File: src/rtl/varint_if.sv
// varint_if: stream bundle around the varint encoder.
//   in_valid/in_ready/in_val   : value stream into the encoder
//   out_valid/out_ready        : byte stream toward the field packer
//   out_byte/out_last/out_len  : encoded byte, final-byte flag, total varint length
// master = value producer / byte consumer side, slave = encoder side.
interface varint_if #(
  parameter int DATA_W = 64
);
  logic              in_valid;
  logic              in_ready;
  logic [DATA_W-1:0] in_val;
  logic              out_valid;
  logic              out_ready;
  logic [7:0]        out_byte;
  logic              out_last;
  logic [3:0]        out_len;

  modport master (
    output in_valid, in_val, out_ready,
    input  in_ready, out_valid, out_byte, out_last, out_len
  );

  modport slave (
    input  in_valid, in_val, out_ready,
    output in_ready, out_valid, out_byte, out_last, out_len
  );
endinterface

File: src/rtl/varint_encoder.sv
// varint_encoder: serialises a 64-bit unsigned value into a protobuf base-128
// varint, one byte per cycle, least-significant 7-bit group first.
// Ports:
//   clk   : clock, rising edge
//   rst_n : asynchronous active-low reset
//   bus   : varint_if.slave (value in, encoded bytes out)
//
// state | meaning
// IDLE  | no varint in flight, ready for a value
// EMIT  | out_byte holds a byte of the current varint
module varint_encoder #(
  parameter int DATA_W    = 64,
  parameter int MAX_BYTES = (DATA_W + 6) / 7
) (
  input  logic     clk,
  input  logic     rst_n,
  varint_if.slave  bus
);

  localparam int SHIFT_W = DATA_W - 7;

  typedef enum logic {IDLE, EMIT} state_t;

  state_t             state_q, state_d;
  logic               valid_q, valid_d;
  logic               last_q, last_d;
  logic [7:0]         byte_q, byte_d;
  logic [3:0]         len_q, len_d;
  logic [3:0]         rem_q, rem_d;
  logic [SHIFT_W-1:0] shift_q, shift_d;

  logic [3:0] in_len;
  logic       take;
  logic       accept;

  // Length = index of the highest non-empty 7-bit group + 1 (0 encodes as 1 byte).
  always_comb begin
    in_len = 4'd1;
    for (int k = 1; k < MAX_BYTES; k++) begin
      if (|(bus.in_val >> (7 * k))) in_len = 4'(k + 1);
    end
  end

  assign take         = valid_q & bus.out_ready;
  // A new value may enter on the same edge the final byte leaves (no bubble).
  assign bus.in_ready = (state_q == IDLE) | (take & last_q);
  assign accept       = bus.in_valid & bus.in_ready;

  always_comb begin
    state_d = state_q;
    valid_d = valid_q;
    last_d  = last_q;
    byte_d  = byte_q;
    len_d   = len_q;
    rem_d   = rem_q;
    shift_d = shift_q;

    case (state_q)
      IDLE: ;
      EMIT: begin
        if (take) begin
          if (last_q) begin
            valid_d = 1'b0;
            last_d  = 1'b0;
            byte_d  = 8'h00;
            state_d = IDLE;
          end else begin
            byte_d  = {rem_q > 4'd1, shift_q[6:0]};
            last_d  = (rem_q == 4'd1);
            shift_d = shift_q >> 7;
            rem_d   = rem_q - 4'd1;
          end
        end
      end
      default: state_d = IDLE;
    endcase

    // accept is only possible in IDLE or while the last byte is taken,
    // so it overrides whatever the case above decided.
    if (accept) begin
      byte_d  = {in_len > 4'd1, bus.in_val[6:0]};
      last_d  = (in_len == 4'd1);
      len_d   = in_len;
      shift_d = bus.in_val[DATA_W-1:7];
      rem_d   = in_len - 4'd1;
      valid_d = 1'b1;
      state_d = EMIT;
    end
  end

  always_ff @(posedge clk or negedge rst_n) begin
    if (!rst_n) begin
      state_q <= IDLE;
      valid_q <= 1'b0;
      last_q  <= 1'b0;
      byte_q  <= 8'h00;
      len_q   <= 4'd0;
      rem_q   <= 4'd0;
      shift_q <= '0;
    end else begin
      state_q <= state_d;
      valid_q <= valid_d;
      last_q  <= last_d;
      byte_q  <= byte_d;
      len_q   <= len_d;
      rem_q   <= rem_d;
      shift_q <= shift_d;
    end
  end

  assign bus.out_valid = valid_q;
  assign bus.out_last  = last_q;
  assign bus.out_byte  = byte_q;
  assign bus.out_len   = len_q;

endmodule

File: src/flat_wrapper.sv
// flat-port wrapper written by rule: the top's interface ports become plain ports
module varint_encoder_flat 
#(
  parameter int DATA_W    = 64,
  parameter int MAX_BYTES = (DATA_W + 6) / 7
)
  (clk, rst_n, bus_in_valid, bus_in_val, bus_out_ready, bus_in_ready, bus_out_valid, bus_out_byte, bus_out_last, bus_out_len);
  varint_if #(.DATA_W(DATA_W)) bus_i ();
  input  logic clk;
  input  logic rst_n;
  input wire logic [$bits(bus_i.in_valid)-1:0] bus_in_valid;
  input wire logic [$bits(bus_i.in_val)-1:0] bus_in_val;
  input wire logic [$bits(bus_i.out_ready)-1:0] bus_out_ready;
  output wire logic [$bits(bus_i.in_ready)-1:0] bus_in_ready;
  output wire logic [$bits(bus_i.out_valid)-1:0] bus_out_valid;
  output wire logic [$bits(bus_i.out_byte)-1:0] bus_out_byte;
  output wire logic [$bits(bus_i.out_last)-1:0] bus_out_last;
  output wire logic [$bits(bus_i.out_len)-1:0] bus_out_len;
  assign bus_i.in_valid = bus_in_valid;
  assign bus_i.in_val = bus_in_val;
  assign bus_i.out_ready = bus_out_ready;
  assign bus_in_ready = bus_i.in_ready;
  assign bus_out_valid = bus_i.out_valid;
  assign bus_out_byte = bus_i.out_byte;
  assign bus_out_last = bus_i.out_last;
  assign bus_out_len = bus_i.out_len;
  varint_encoder #(.DATA_W(DATA_W), .MAX_BYTES(MAX_BYTES)) u_core (.clk(clk), .rst_n(rst_n), .bus(bus_i));
endmodule
File: config.mk
export PLATFORM = sky130hd
export DESIGN_NAME = varint_encoder_flat
export DESIGN_NICKNAME = d
export VERILOG_FILES = /design/src/rtl/varint_if.sv /design/src/rtl/varint_encoder.sv /design/src/flat_wrapper.sv
export SDC_FILE = /design/constraint.sdc
export NUM_CORES = 1
export LEC_CHECK = 0
export CAP_MARGIN = 10
export CORE_MARGIN = 2
export CORE_UTILIZATION = 50
export CTS_CLUSTER_DIAMETER = 30
export DETAILED_ROUTE_END_ITERATION = 6
export PLACE_DENSITY_LB_ADDON = 0.15
export SLEW_MARGIN = 30
export SYNTH_ARGS = -nofsm -noshare
export SYNTH_HDL_FRONTEND = slang
export SYNTH_SLANG_ARGS = --single-unit
File: constraint.sdc
create_clock -name clk -period 2.12 [get_ports clk]
set_input_delay 0.636 -clock clk [delete_from_list [all_inputs] [get_ports clk]]
set_output_delay 0.636 -clock clk [all_outputs]
set_load 0.1 [all_outputs]
# Yosys cells after proc, flatten, opt, wreduce, memory -nomap -nowiden
# Index checks and enable logic that the tools add are counted.
# W data, S select, Z words.
# word_totals
out_inout_bits	15
ff_bits	76
# op_classes
eq_ne	3
n_mux	33
magnitude_cmp	2
add_sub_neg	2
reduce_logical	14
n_bitwise	5
# op_table
op	count
$mux W57	4
$reduce_or A57 Y1	1
$reduce_or A50 Y1	1
$mux W4	12
$reduce_or A43 Y1	1
$reduce_or A36 Y1	1
$mux W8	4
$reduce_or A29 Y1	1
$reduce_or A22 Y1	1
$reduce_or A15 Y1	1
$mux W1	12
$eq A4 B1 Y1 const B	2
$gt A4 B1 Y1 const B	2
$reduce_or A8 Y1	1
$sub A4 B1 Y4 const B	2
$reduce_and A3 Y1	2
$reduce_bool A2 Y1	3
$and A1 B1 Y1	3
$mux W2	1
$ne A2 B2 Y1 const B	1
$reduce_and A2 Y1	1
$not A1 Y1	1
$or A1 B1 Y1	1

# Logic depth before layout (Yosys ltp)
# depth
word_depth	12
depth_mapped	10
ltp_nobuf	10

# Worst setup path before layout
# No wires, ideal clock.
# synth_timing
path_kind	register -> register
startpoint	register u_core.last_q, in the netlist u_core.bus.out_last
endpoint	register u_core.len_q[2], in the netlist u_core.bus.out_len[2]
stages_incl_launch_ff	8
n_path_buf	2
arrival_time_ps	2665
period_less_slack_ps	2805
setup_slack_ps	-685
required_time_ps	1980
setup_time_ps	140
cell_sequence	dfrtp_1 > nand3_1 > nand2_1 > nand2_1 > clkbuf_1 > clkbuf_1 > nand2_1 > o21ai_0
# synth_between
elab_chain_len	3
# synth_lines
item	line_no	source
start: declaration	varint_encoder.sv:26	logic last_q, last_d;
start signal: assignment	varint_encoder.sv:103	last_q <= last_d;
$and A1 B1 Y1	varint_encoder.sv:46	assign bus.in_ready = (state_q == IDLE) | (take & last_q);
$or A1 B1 Y1	varint_encoder.sv:46	
via bus_in_ready	flat_wrapper.sv:14	output wire logic [$bits(bus_i.in_ready)-1:0] bus_in_ready;
$and A1 B1 Y1	varint_encoder.sv:47	assign accept = bus.in_valid & bus.in_ready;
end signal: assignment	varint_encoder.sv:105	len_q <= len_d;
end: declaration	varint_encoder.sv:28	logic [3:0] len_q, len_d;
# The timed path passes the listed nets, and every way through them passes these cells.
# A chain may end at the register's enable or synchronous reset.

# Final worst setup path
# layout_timing
startpoint	input port bus_in_val[7]
endpoint	register u_core.rem_q[2]
# layout_between
elab_chain_len	12
# layout_lines
item	line_no	source
start: declaration	flat_wrapper.sv:12	input wire logic [$bits(bus_i.in_val)-1:0] bus_in_val;
$reduce_or A57 Y1	varint_encoder.sv:40	if (|(bus.in_val >> (7 * k))) in_len = 4'(k + 1);
$mux W2	varint_encoder.sv:40	
$mux W4 (8 in series)	varint_encoder.sv:40	
via u_core.in_len[0]	varint_encoder.sv:32	logic [3:0] in_len;
$sub A4 B1 Y4	varint_encoder.sv:85	rem_d = in_len - 4'd1;
$mux W4	varint_encoder.sv:80	if (accept) begin
end signal: assignment	varint_encoder.sv:106	rem_q <= rem_d;
end: declaration	varint_encoder.sv:29	logic [3:0] rem_q, rem_d;
# The timed path passes the listed nets, and every way through them passes these cells.

==> results.json <==
{
  "outcome": "finished with violations",
  "violations": "negative setup slack",
  "drt_iter0_drc": 236,
  "die_h_um": 89.7,
  "grt_use_total_pct": 26.2,
  "cts.path.max_buffers": 2,
  "layout-drive-gt1-share_pct": 28.8,
  "dp_cells": 628,
  "cellPowerDensity_mw_per_mm2": 1070,
  "htreeDepth": 3,
  "cpPeakStageDelay_ps": 470,
  "use_met1_pct": 34.2,
  "cts_sinks": 76,
  "p_total_w": 0.00590,
  "ant_nets": 0,
  "crit_type": "in2reg",
  "period_share_pct": 111,
  "rr_worst_depth": 8,
  "critical_path_cell_count": 11,
  "cp.required_ps": 2360,
  "use_met2_pct": 42.1,
  "wl_per_cell_um": 15.4,
  "port_buffers": 82,
  "start_util_pct": 51.2,
  "end_kind": "flop",
  "fin_hold_ws_ps": 139,
  "clk_pin_slew_worst_paths_ps": 80,
  "critPathArrivalTime_ps": 2580,
  "vias": 3568,
  "busiest_layer": "met2",
  "met3_usage_pct": 5.11,
  "ir_drop_mv": 0.499,
  "die_w_um": 89.7,
  "worst_slack_ps": -226,
  "cts_inserted_buffers": 9,
  "post-route-util_pct": 76.7,
  "finalNonFillerCells": 652,
  "wl_um": 10000,
  "max_freq_mhz": 426,
  "n_fill_cell": 492,
  "dr.pass1.iters": 6,
  "synth_cell_types": 39,
  "root_buffer": "clkbuf_8",
  "crit_chain": "clkdlybuf4s50_1, nor3_1, nand2_1, nand2_2, a221oi_4, nor2_2, inv_2, ha_4, xnor2_2, a21oi_1, o21ai_1",
  "postSynthCellCount": 425,
  "slowest_stage": "clkdlybuf4s50_1",
  "cellLeakagePower_nw": 2.44,
  "first_global_vias": 3644,
  "viasPerCell": 5.47,
  "grt_pass1_wl_um": 16900,
  "crit_path_max_fanout": 3,
  "hold_viol": 0,
  "maxCapViolations": 0,
  "tritoncts": "done",
  "syn_to_final_growth_pct": 49.7,
  "setup_viol": 4,
  "crit_family": "simple AND/OR/NAND/NOR gates",
  "fin_skew_ps": 10.4,
  "fin_nets": 620,
  "synth-warning-count": 0,
  "syn_nets": 497,
  "rows": 31,
  "tightest_slew_ps": 482,
  "syn-mean-instance-area_um2": 8.65,
  "design.core.area_mm2": 0.00718,
  "ys_ff_latch": 76,
  "yosysSeqAreaShare_pct": 51.8,
  "drc_errors": 0,
  "grt_start_max_net_pins": 57,
  "insertion_delay_ps": 360,
  "synth_area_mm2": 0.00367,
  "io_pins": 83,
  "gp_congestion": 0.836,
  "critical_path.startpoint_type": "input pin",
  "antenna_found_initial": 0,
  "worst-path-buf-inv": 2,
  "slew_headroom_pct": 67.9,
  "finalCriticalPeriod_ps": 2350,
  "diodes": 0,
  "dpl.hpwl_um": 7060,
  "maxSlewViolCount": 0,
  "hold_path.class": "in2async",
  "overflow": 0,
  "dieArea_mm2": 0.00805,
  "cts_hold_buf": 0,
  "rsz0062_at_grt": "true"
}
Yosys cell counts:
master      n  area [um2]
mux2i_1     7        70.1
a311oi_1    1        8.76
nor2_2      1        6.26
o31a_1      1        8.76
o21bai_1    1        7.51
nor4_1      7        43.8
a22o_1      7        61.3
nand3_1     5        25.0
a21oi_2     1        8.76
xnor2_1     1        8.76
inv_1       6        22.5
nor2_1     49         184
buf_2       7        35.0
ha_1        4        50.1
nor4b_1     1        8.76
a21o_1      2        15.0
or2_2       1        6.26
o21ai_0    23         115
a31o_2      1        8.76
o21ai_2     1        8.76
dfrtp_1    76        1900
a31oi_1    44         275
o31ai_1     1        7.51
clkbuf_1   18        67.6
nor4_2      1        12.5
o21a_1      2        15.0
or4_4       1        11.3
or3_1       1        6.26
a21oi_1    13        65.1
nor3_1      9        45.0
a221oi_2    1        15.0
nand2_1   114         428
nor4_4      1        21.3
and4_1      1        8.76
nand4_1     3        18.8
nor3b_1     1        7.51
buf_1       3        11.3
a221o_1     1        10.0
and3_1      7        43.8
kinds of logic (layout without fill, tap and decap cells):
family,count (synthesis),count (layout),synth area share [%]
AND/OR/NAND/NOR,203,203,23.9
AO/OA/AOI/OAI,100,100,17.2
flip-flops,76,76,51.8
buffers and inverters,34,162,3.71
multiplexers,7,7,1.91
adder cells (fa/ha/maj),4,4,1.36
XOR/XNOR,1,1,0.238
report_power, final:
group / switching [W] / internal (W) / total, W
sequential: 0.000442 / 0.00209 / 0.00253
combinational: 0.00130 / 0.000959 / 0.00226
clock: 0.000566 / 0.000549 / 0.00112
metrics by stage:
step / setup TNS, ps / cell area, um2 / worst slack (ps)
2_1_floorplan: -4680 / 3700 / -298
3_3_place_gp: -12200 / 5140 / -860
3_5_place_dp: -14820 / 5140 / -935
4_1_cts: -300 / 5470 / -114
5_1_grt: -978 / 5500 / -290
6_report: -634 / 5500 / -226
worst reg2reg max path, stage by stage (launching register included):
cell,delay [ps]
dfrtp_2,490
nand3_2,130
nand2_2,90
buf_4,150
nand2_1,120
buf_4,170
buf_4,230
nand2_1,100
a31oi_1,190
worst paths after layout:
check | endpoint | start | slack, ps
worst min-delay path | u_core.shift_q[3] | rst_n | 140
worst max register to register | u_core.shift_q[9] | u_core.bus.out_last | 380
worst max-delay path | u_core.rem_q[2] | bus_in_val[7] | -230
min in group clk | u_core.shift_q[0] | u_core.shift_q[0] | 480
worst min register to register | u_core.shift_q[0] | u_core.shift_q[0] | 480
max in group asynchronous | u_core.shift_q[35] | rst_n | 1210
layout make-up:
cell class / count / area [um2] / share of cell area, %
Clock buffer: 9 / 124 / 2.25
Clock inverter: 7 / 76.3 / 1.39
Inverter: 6 / 22.5 / 0.409
Multi-Input combinational cell: 315 / 1870 / 33.9
Sequential cell: 76 / 1900 / 34.6
Tap cell: 99 / 124 / 2.25
Timing Repair Buffer: 140 / 1380 / 25.1
layer usage:
metal / wire length (um) / vias up / share of wire, %
met4: 221 / 0 / 2.2
met5: 0 / - / 0
met3: 504 / 20 / 5.0
li1: - / 1728 / -
met1: 4300 / 1702 / 43
met2: 4990 / 118 / 50
sequential cells by signal (all words and copies together), names as in the netlist:
| signal | count |
|---|---|
| u_core.state_q | 1 |
| u_core.rem_q | 4 |
| u_core.shift_q | 57 |
| u_core.bus.out_last | 1 |
| u_core.bus.out_valid | 1 |
| u_core.bus.out_len | 4 |
| u_core.bus.out_byte | 8 |
placed cells by master, fill, tap and decap left out, types with 9 or more instances in the layout:
cell type	netlist	final
buf_2	7	14
buf_12	0	21
dlygate4sd2_1	0	18
clkbuf_8	0	9
buf_6	0	10
a31oi_1	44	44
a21oi_1	13	12
buf_4	0	52
nor2_1	49	46
dfrtp_1	76	74
o21ai_0	23	18
nand2_1	114	111
clkdlybuf4s50_1	0	14
timing repair:
item                                    4_1_cts  5_1_grt
endpoints found under the setup margin        8        6
resized for setup                           164       20
pin swaps                                    34       11
setup buffers                                 7        2
Note: power is estimated with default switching activity, not from simulation.
==> variant 1 (same flow settings) <==
`DATA_W` is set to 64 in 3 places; all go to 56.
--- a/src/rtl/varint_if.sv
+++ b/src/rtl/varint_if.sv
@@ -5,5 +5,5 @@
 // master = value producer / byte consumer side, slave = encoder side.
 interface varint_if #(
-  parameter int DATA_W = 64
+  parameter int DATA_W = 56
 );
   logic              in_valid;
--- a/src/rtl/varint_encoder.sv
+++ b/src/rtl/varint_encoder.sv
@@ -10,5 +10,5 @@
 // EMIT  | out_byte holds a byte of the current varint
 module varint_encoder #(
-  parameter int DATA_W    = 64,
+  parameter int DATA_W    = 56,
   parameter int MAX_BYTES = (DATA_W + 6) / 7
 ) (
--- a/src/flat_wrapper.sv
+++ b/src/flat_wrapper.sv
@@ -2,5 +2,5 @@
 module varint_encoder_flat 
 #(
-  parameter int DATA_W    = 64,
+  parameter int DATA_W    = 56,
   parameter int MAX_BYTES = (DATA_W + 6) / 7
 )
Interface: changed (resized bus_in_val); port bits go from 83 to 75. The function was not compared with the original's and may differ.
==> variant 1 against the unedited design <==
  * The flow finishes with violations (DRC, setup timing)
  * Sequential power decreased by 17%
  * Sequential cell count decreased by 8
  * Synthesized area decreased by 9.1%
  * Total power decreased by 16%
  * Final area decreased by 9.2%
  * Utilization increased by 1.1 points
  * Worst setup slack improved by 0.094 ns
  * Die area decreased by 8.7%
  * Synthesized cell count decreased by 20%
  * Register-to-register slack got worse by 0.05 ns
  * Routed wire length decreased by 12%
  * Clock power decreased by 9%
  * Non-clock buffer count decreased by 14
==> variant 1: results (changes against the unedited design) <==
status=finished with violations (unchanged); failing checks=DRC, setup timing (was setup timing); vias per cell=5.57 (was 5.47); Net Count, Synth=402 (was 497); Largest register FFs=49 (was 57); reg2reg end=u_core.shift_q[10] (was u_core.shift_q[9]); share of layout cells above drive strength 1=26.8% (was 28.8%); Residual DRC=5 (was 0); setup slack, reg-to-reg=0.33 ns (was 0.38 ns); sequential-to-total area share from yosys stat=50.9% (was 51.8%); Placed Instances=509 (was 628); nets@finish=518 (was 620); reg2reg start=u_core.bus.out_last (unchanged); Final HPWL DP=6180 µm (was 7060 µm); GRT Util Overall=25.4% (was 26.2%); largest net degree at the start of global routing=64 (was 57); Fillers=424 (was 492); Placer Congestion=0.830 (was 0.836); IO buf count=74 (was 82); DP Worst Slack=-0.873 ns (was -0.935 ns); Leak=2.57 nW (was 2.44 nW); Worst Tran Pin Value=0.472 ns (was 0.482 ns); Cell variety after synth=38 (was 39); vias in the first global route=3048 (was 3644); Initial DRC Count=166 (was 236); P_int=3.08 mW (was 3.60 mW); Worst VDD drop=0.718 mV (was 0.499 mV); WL per Instance=16.5 µm (was 15.4 µm); crit path DAT=2.45 ns (was 2.58 ns); Post-synth top cells=dfrtp_1 (68), nand2_1 (58), o21ai_0 (55) (was nand2_1 (114), dfrtp_1 (76), nor2_1 (49)); R2R cell count=6 (was 8); Layout Cells excl Fill=536 (was 652); Worst Setup EP=u_core.bus.out_last (was u_core.rem_q[2]); Clk Latency, worst-skew pair=0.34 ns (was 0.36 ns); global-route wire length before repair=14500 µm (was 16900 µm); synth top area cells=dfrtp_1 (51%), mux2i_1 (13%), o21ai_0 (8.2%), nand2_1 (6.5%), a22o_1 (2.4%) (was dfrtp_1 (52%), nand2_1 (12%), a31oi_1 (7.5%), nor2_1 (5.0%), o21ai_0 (3.1%)); CP Max Fanout=2 (was 3); Pre-antenna DRT Iters=7 (was 6); final worst slack=-0.133 ns (was -0.226 ns); Setup-failing EPs final=4 (unchanged); Clock Skew=0.00949 ns (was 0.0104 ns); Post-Syn Instances=338 (was 425)
## variant 1: cell types whose count changed in the layout (fill, tap and decap cells not counted), sizes merged, moves of 3 or more
cell           change
nor4               -4
o21ai             +32
a31oi             -44
dlymetal6s2s       +5
clkdlybuf4s50      +7
nor2              -39
nor3               -3
buf               -23
o211ai             +3
dfrtp              -8
nand2             -56
mux2i             +37
## variant 1: worst min path at each step
stage | from | to | slack, ns | cells after the start
after detailed placement | u_core.shift_q[22] | u_core.shift_q[22] | 0.47 | 2
final | rst_n | u_core.bus.out_byte[4] | 0.17 | 1
after global placement | u_core.shift_q[26] | u_core.shift_q[26] | 0.46 | 2
after floorplan | rst_n | u_core.bus.out_byte[0] | 0.34 | 0
after global routing | rst_n | u_core.bus.out_byte[4] | 0.17 | 1
after CTS | rst_n | u_core.bus.out_byte[4] | 0.16 | 1
## variant 1: kinds of logic (layout without fill, tap and decap cells)
group / count (synthesis) / after routing / share of synthesized area (%)
adder cells (fa/ha/maj): 4 / 4 / 1.50
AND/OR/NAND/NOR: 104 / 104 / 15.2
flip-flops: 68 / 68 / 50.9
buffers and inverters: 27 / 148 / 3.29
multiplexers: 44 / 44 / 13.2
AO/OA/AOI/OAI: 91 / 91 / 15.9
## variant 1: through the flow
step                area, µm²  power (mW)  util, %  setup TNS, ns
global placement         4630        3.87     72.1          -9.75
CTS                      4900        4.98     76.3         -0.589
detailed placement       4630        3.95     72.1         -11.56
global route             5000        5.24     77.8         -0.818
finish                   5000        4.95     77.8         -0.442
floorplan                3360        3.17        -         -0.810
## variant 1: repair_timing
item / CTS / global route
endpoints found under the setup margin: 8 / 7
pin swaps: 25 / 17
buffers inserted: 7 / 4
resized for setup: 67 / 31
## variant 1: area by class of cell
class                           count  area (µm²)  share of cell area [%]
Inverter                            6        22.5                   0.451
Clock buffer                       11         131                    2.63
Timing Repair Buffer              126        1290                    25.8
Tap cell                           77        96.3                    1.93
Clock inverter                      5        52.6                    1.05
Multi-Input combinational cell    243        1700                    34.0
Sequential cell                    68        1700                    34.1
## variant 1: power by group through the flow
stage               logic (mW)  clock network [mW]  registers [mW]
floorplan                0.638                   0            2.53
global placement          1.77                   0            2.10
detailed placement        1.82                   0            2.13
CTS                       1.82                1.05            2.11
global route              1.98                1.10            2.16
finish                    1.82                1.02            2.11
## variant 1: routing by layer
metal	up-vias	GRT usage, %	share of wire, %
met5	-	0	0
met4	0	10.5	1.9
met3	13	4.72	4.2
met2	73	42.5	51
met1	1454	32.5	42
li1	1444	-	-
## variant 1: worst max-delay path, stage by stage
cell	delay, ns
clkdlybuf4s50_1	0.46
nor3_2	0.26
nand2_1	0.12
a311o_1	0.29
nor2b_4	0.14
buf_6	0.13
ha_4	0.15
a311oi_2	0.19
a21oi_1	0.07
==> variant 2 (config.mk and constraints unchanged) <==
Without the edit above. Take the reset off `byte_q` and `shift_q` and load them in a clocked block of their own.
--- a/src/rtl/varint_encoder.sv
+++ b/src/rtl/varint_encoder.sv
@@ -94,17 +94,18 @@
       valid_q <= 1'b0;
       last_q  <= 1'b0;
-      byte_q  <= 8'h00;
       len_q   <= 4'd0;
       rem_q   <= 4'd0;
-      shift_q <= '0;
     end else begin
       state_q <= state_d;
       valid_q <= valid_d;
       last_q  <= last_d;
-      byte_q  <= byte_d;
       len_q   <= len_d;
       rem_q   <= rem_d;
-      shift_q <= shift_d;
     end
+  end
+
+  always_ff @(posedge clk) begin
+    byte_q  <= byte_d;
+    shift_q <= shift_d;
   end
 
Check against the original RTL: not equivalent (a bounded check fails within 4 cycles, from zero or initial values and one cycle with rst_n low).
==> variant 2 against the unedited design <==
  * The run still ends with setup timing left
  * Sequential share of layout area rose by 5.1 points
  * Critical path depth did not move
  * Routed wire length rose by 1.6%
  * Synthesized area fell by 2.1%
  * Worst setup slack got worse by 0.24 ns
  * Final area rose by 2.2%
  * Sequential cell count did not move
  * Critical path type unchanged
  * Highest routed layer unchanged
Power is not compared: it rests on default switching activity, and its combinational part moved more than twofold at a synthesized area within 25%.
==> variant 2: results (changes against the unedited design) <==
Clock Skew=0.0104 ns (about the same); via count=3296 (was 3568); Synth Area in Adders=1.39% (was 1.36%); DR WL met2=5470 µm (was 4990 µm); Slew headroom=63.1% (was 67.9%); Setup crit start=bus_in_val[42] (was bus_in_val[7]); Pre-antenna DRT Iters=5 (was 6); status=finished with violations (unchanged); synth top area cells=edfxtp_1 (54%), nand2_1 (18%), dfrtp_1 (7.6%), clkbuf_1 (1.6%), nand3b_1 (1.5%) (was dfrtp_1 (52%), nand2_1 (12%), a31oi_1 (7.5%), nor2_1 (5.0%), o21ai_0 (3.1%)); Hold/Removal Path Class=reg2reg (was in2async); GR Util met3=5.97% (was 5.11%); max incr delay on CP=0.45 ns (was 0.47 ns); reg2reg end=u_core.rem_q[2] (was u_core.shift_q[9]); mux cell area share after synthesis=0.313% (was 1.91%); Initial DRC Count=348 (was 236); met2 Use GR=47.0% (was 42.1%); Net Count, Synth=438 (was 497); DRT met1 WL=3780 µm (was 4300 µm); Fillers=410 (was 492); Post-synth ARST share=14.5% (was 100%); largest net degree at the start of global routing=26 (was 57); EDFF count, synth=65 (was 0); global-route wire length before repair=14500 µm (was 16900 µm); DP Worst Slack=-1.18 ns (was -0.935 ns); WL met3=623 µm (was 504 µm); Final HPWL DP=6310 µm (was 7060 µm); setup slack, reg-to-reg=0.27 ns (was 0.38 ns); final worst slack=-0.467 ns (was -0.226 ns); XOR/XNOR share of the synthesized area=0.243% (was 0.238%); vias in the first global route=3208 (was 3644); failing checks=setup timing (unchanged); compound-cell area share of the yosys netlist=5.46% (was 17.2%); Setup-failing EPs final=5 (was 4); share of layout cells above drive strength 1=29.2% (was 28.8%); Post-synth top cells=nand2_1 (174), edfxtp_1 (65), clkbuf_1 (15) (was nand2_1 (114), dfrtp_1 (76), nor2_1 (49)); WL per Instance=16.7 µm (was 15.4 µm); Cell variety after synth=41 (was 39); GRT Util Overall=25.0% (was 26.2%); sequential-to-total area share from yosys stat=61.9% (was 51.8%); Hold WS=0.518 ns (was 0.139 ns); crit path DAT=2.86 ns (was 2.58 ns); nets@finish=582 (was 620)
[variant 2: final cells by class]
type | instances | area, µm² | area share (%)
clock buffers | 10 | 128 | 2.27
well taps | 96 | 120 | 2.14
repair buffers | 150 | 1480 | 26.2
flip-flops and latches | 76 | 2230 | 39.7
multi-input cells | 268 | 1550 | 27.5
inverters | 5 | 18.8 | 0.334
clock inverters | 5 | 101 | 1.80
[variant 2: per-stage QoR]
step	util (%)	total power, mW	setup TNS (ns)	cells	cell area (µm²)
2_1_floorplan	-	2.01	-56.76	366	3620
3_3_place_gp	73.7	2.27	-11.35	577	5060
3_5_place_dp	73.7	2.30	-13.23	577	5060
4_1_cts	79.4	3.57	-1.56	604	5450
5_1_grt	81.9	3.72	-2.17	610	5630
6_report	81.9	3.61	-1.78	610	5630
[variant 2: timing repair]
action                                  4_1_cts  5_1_grt
pin swaps                                    24       22
hold buffers                                  0        0
endpoints found under the hold margin         0        0
endpoints found under the setup margin        9        9
setup buffers                                12        7
gates resized for setup                      92       39
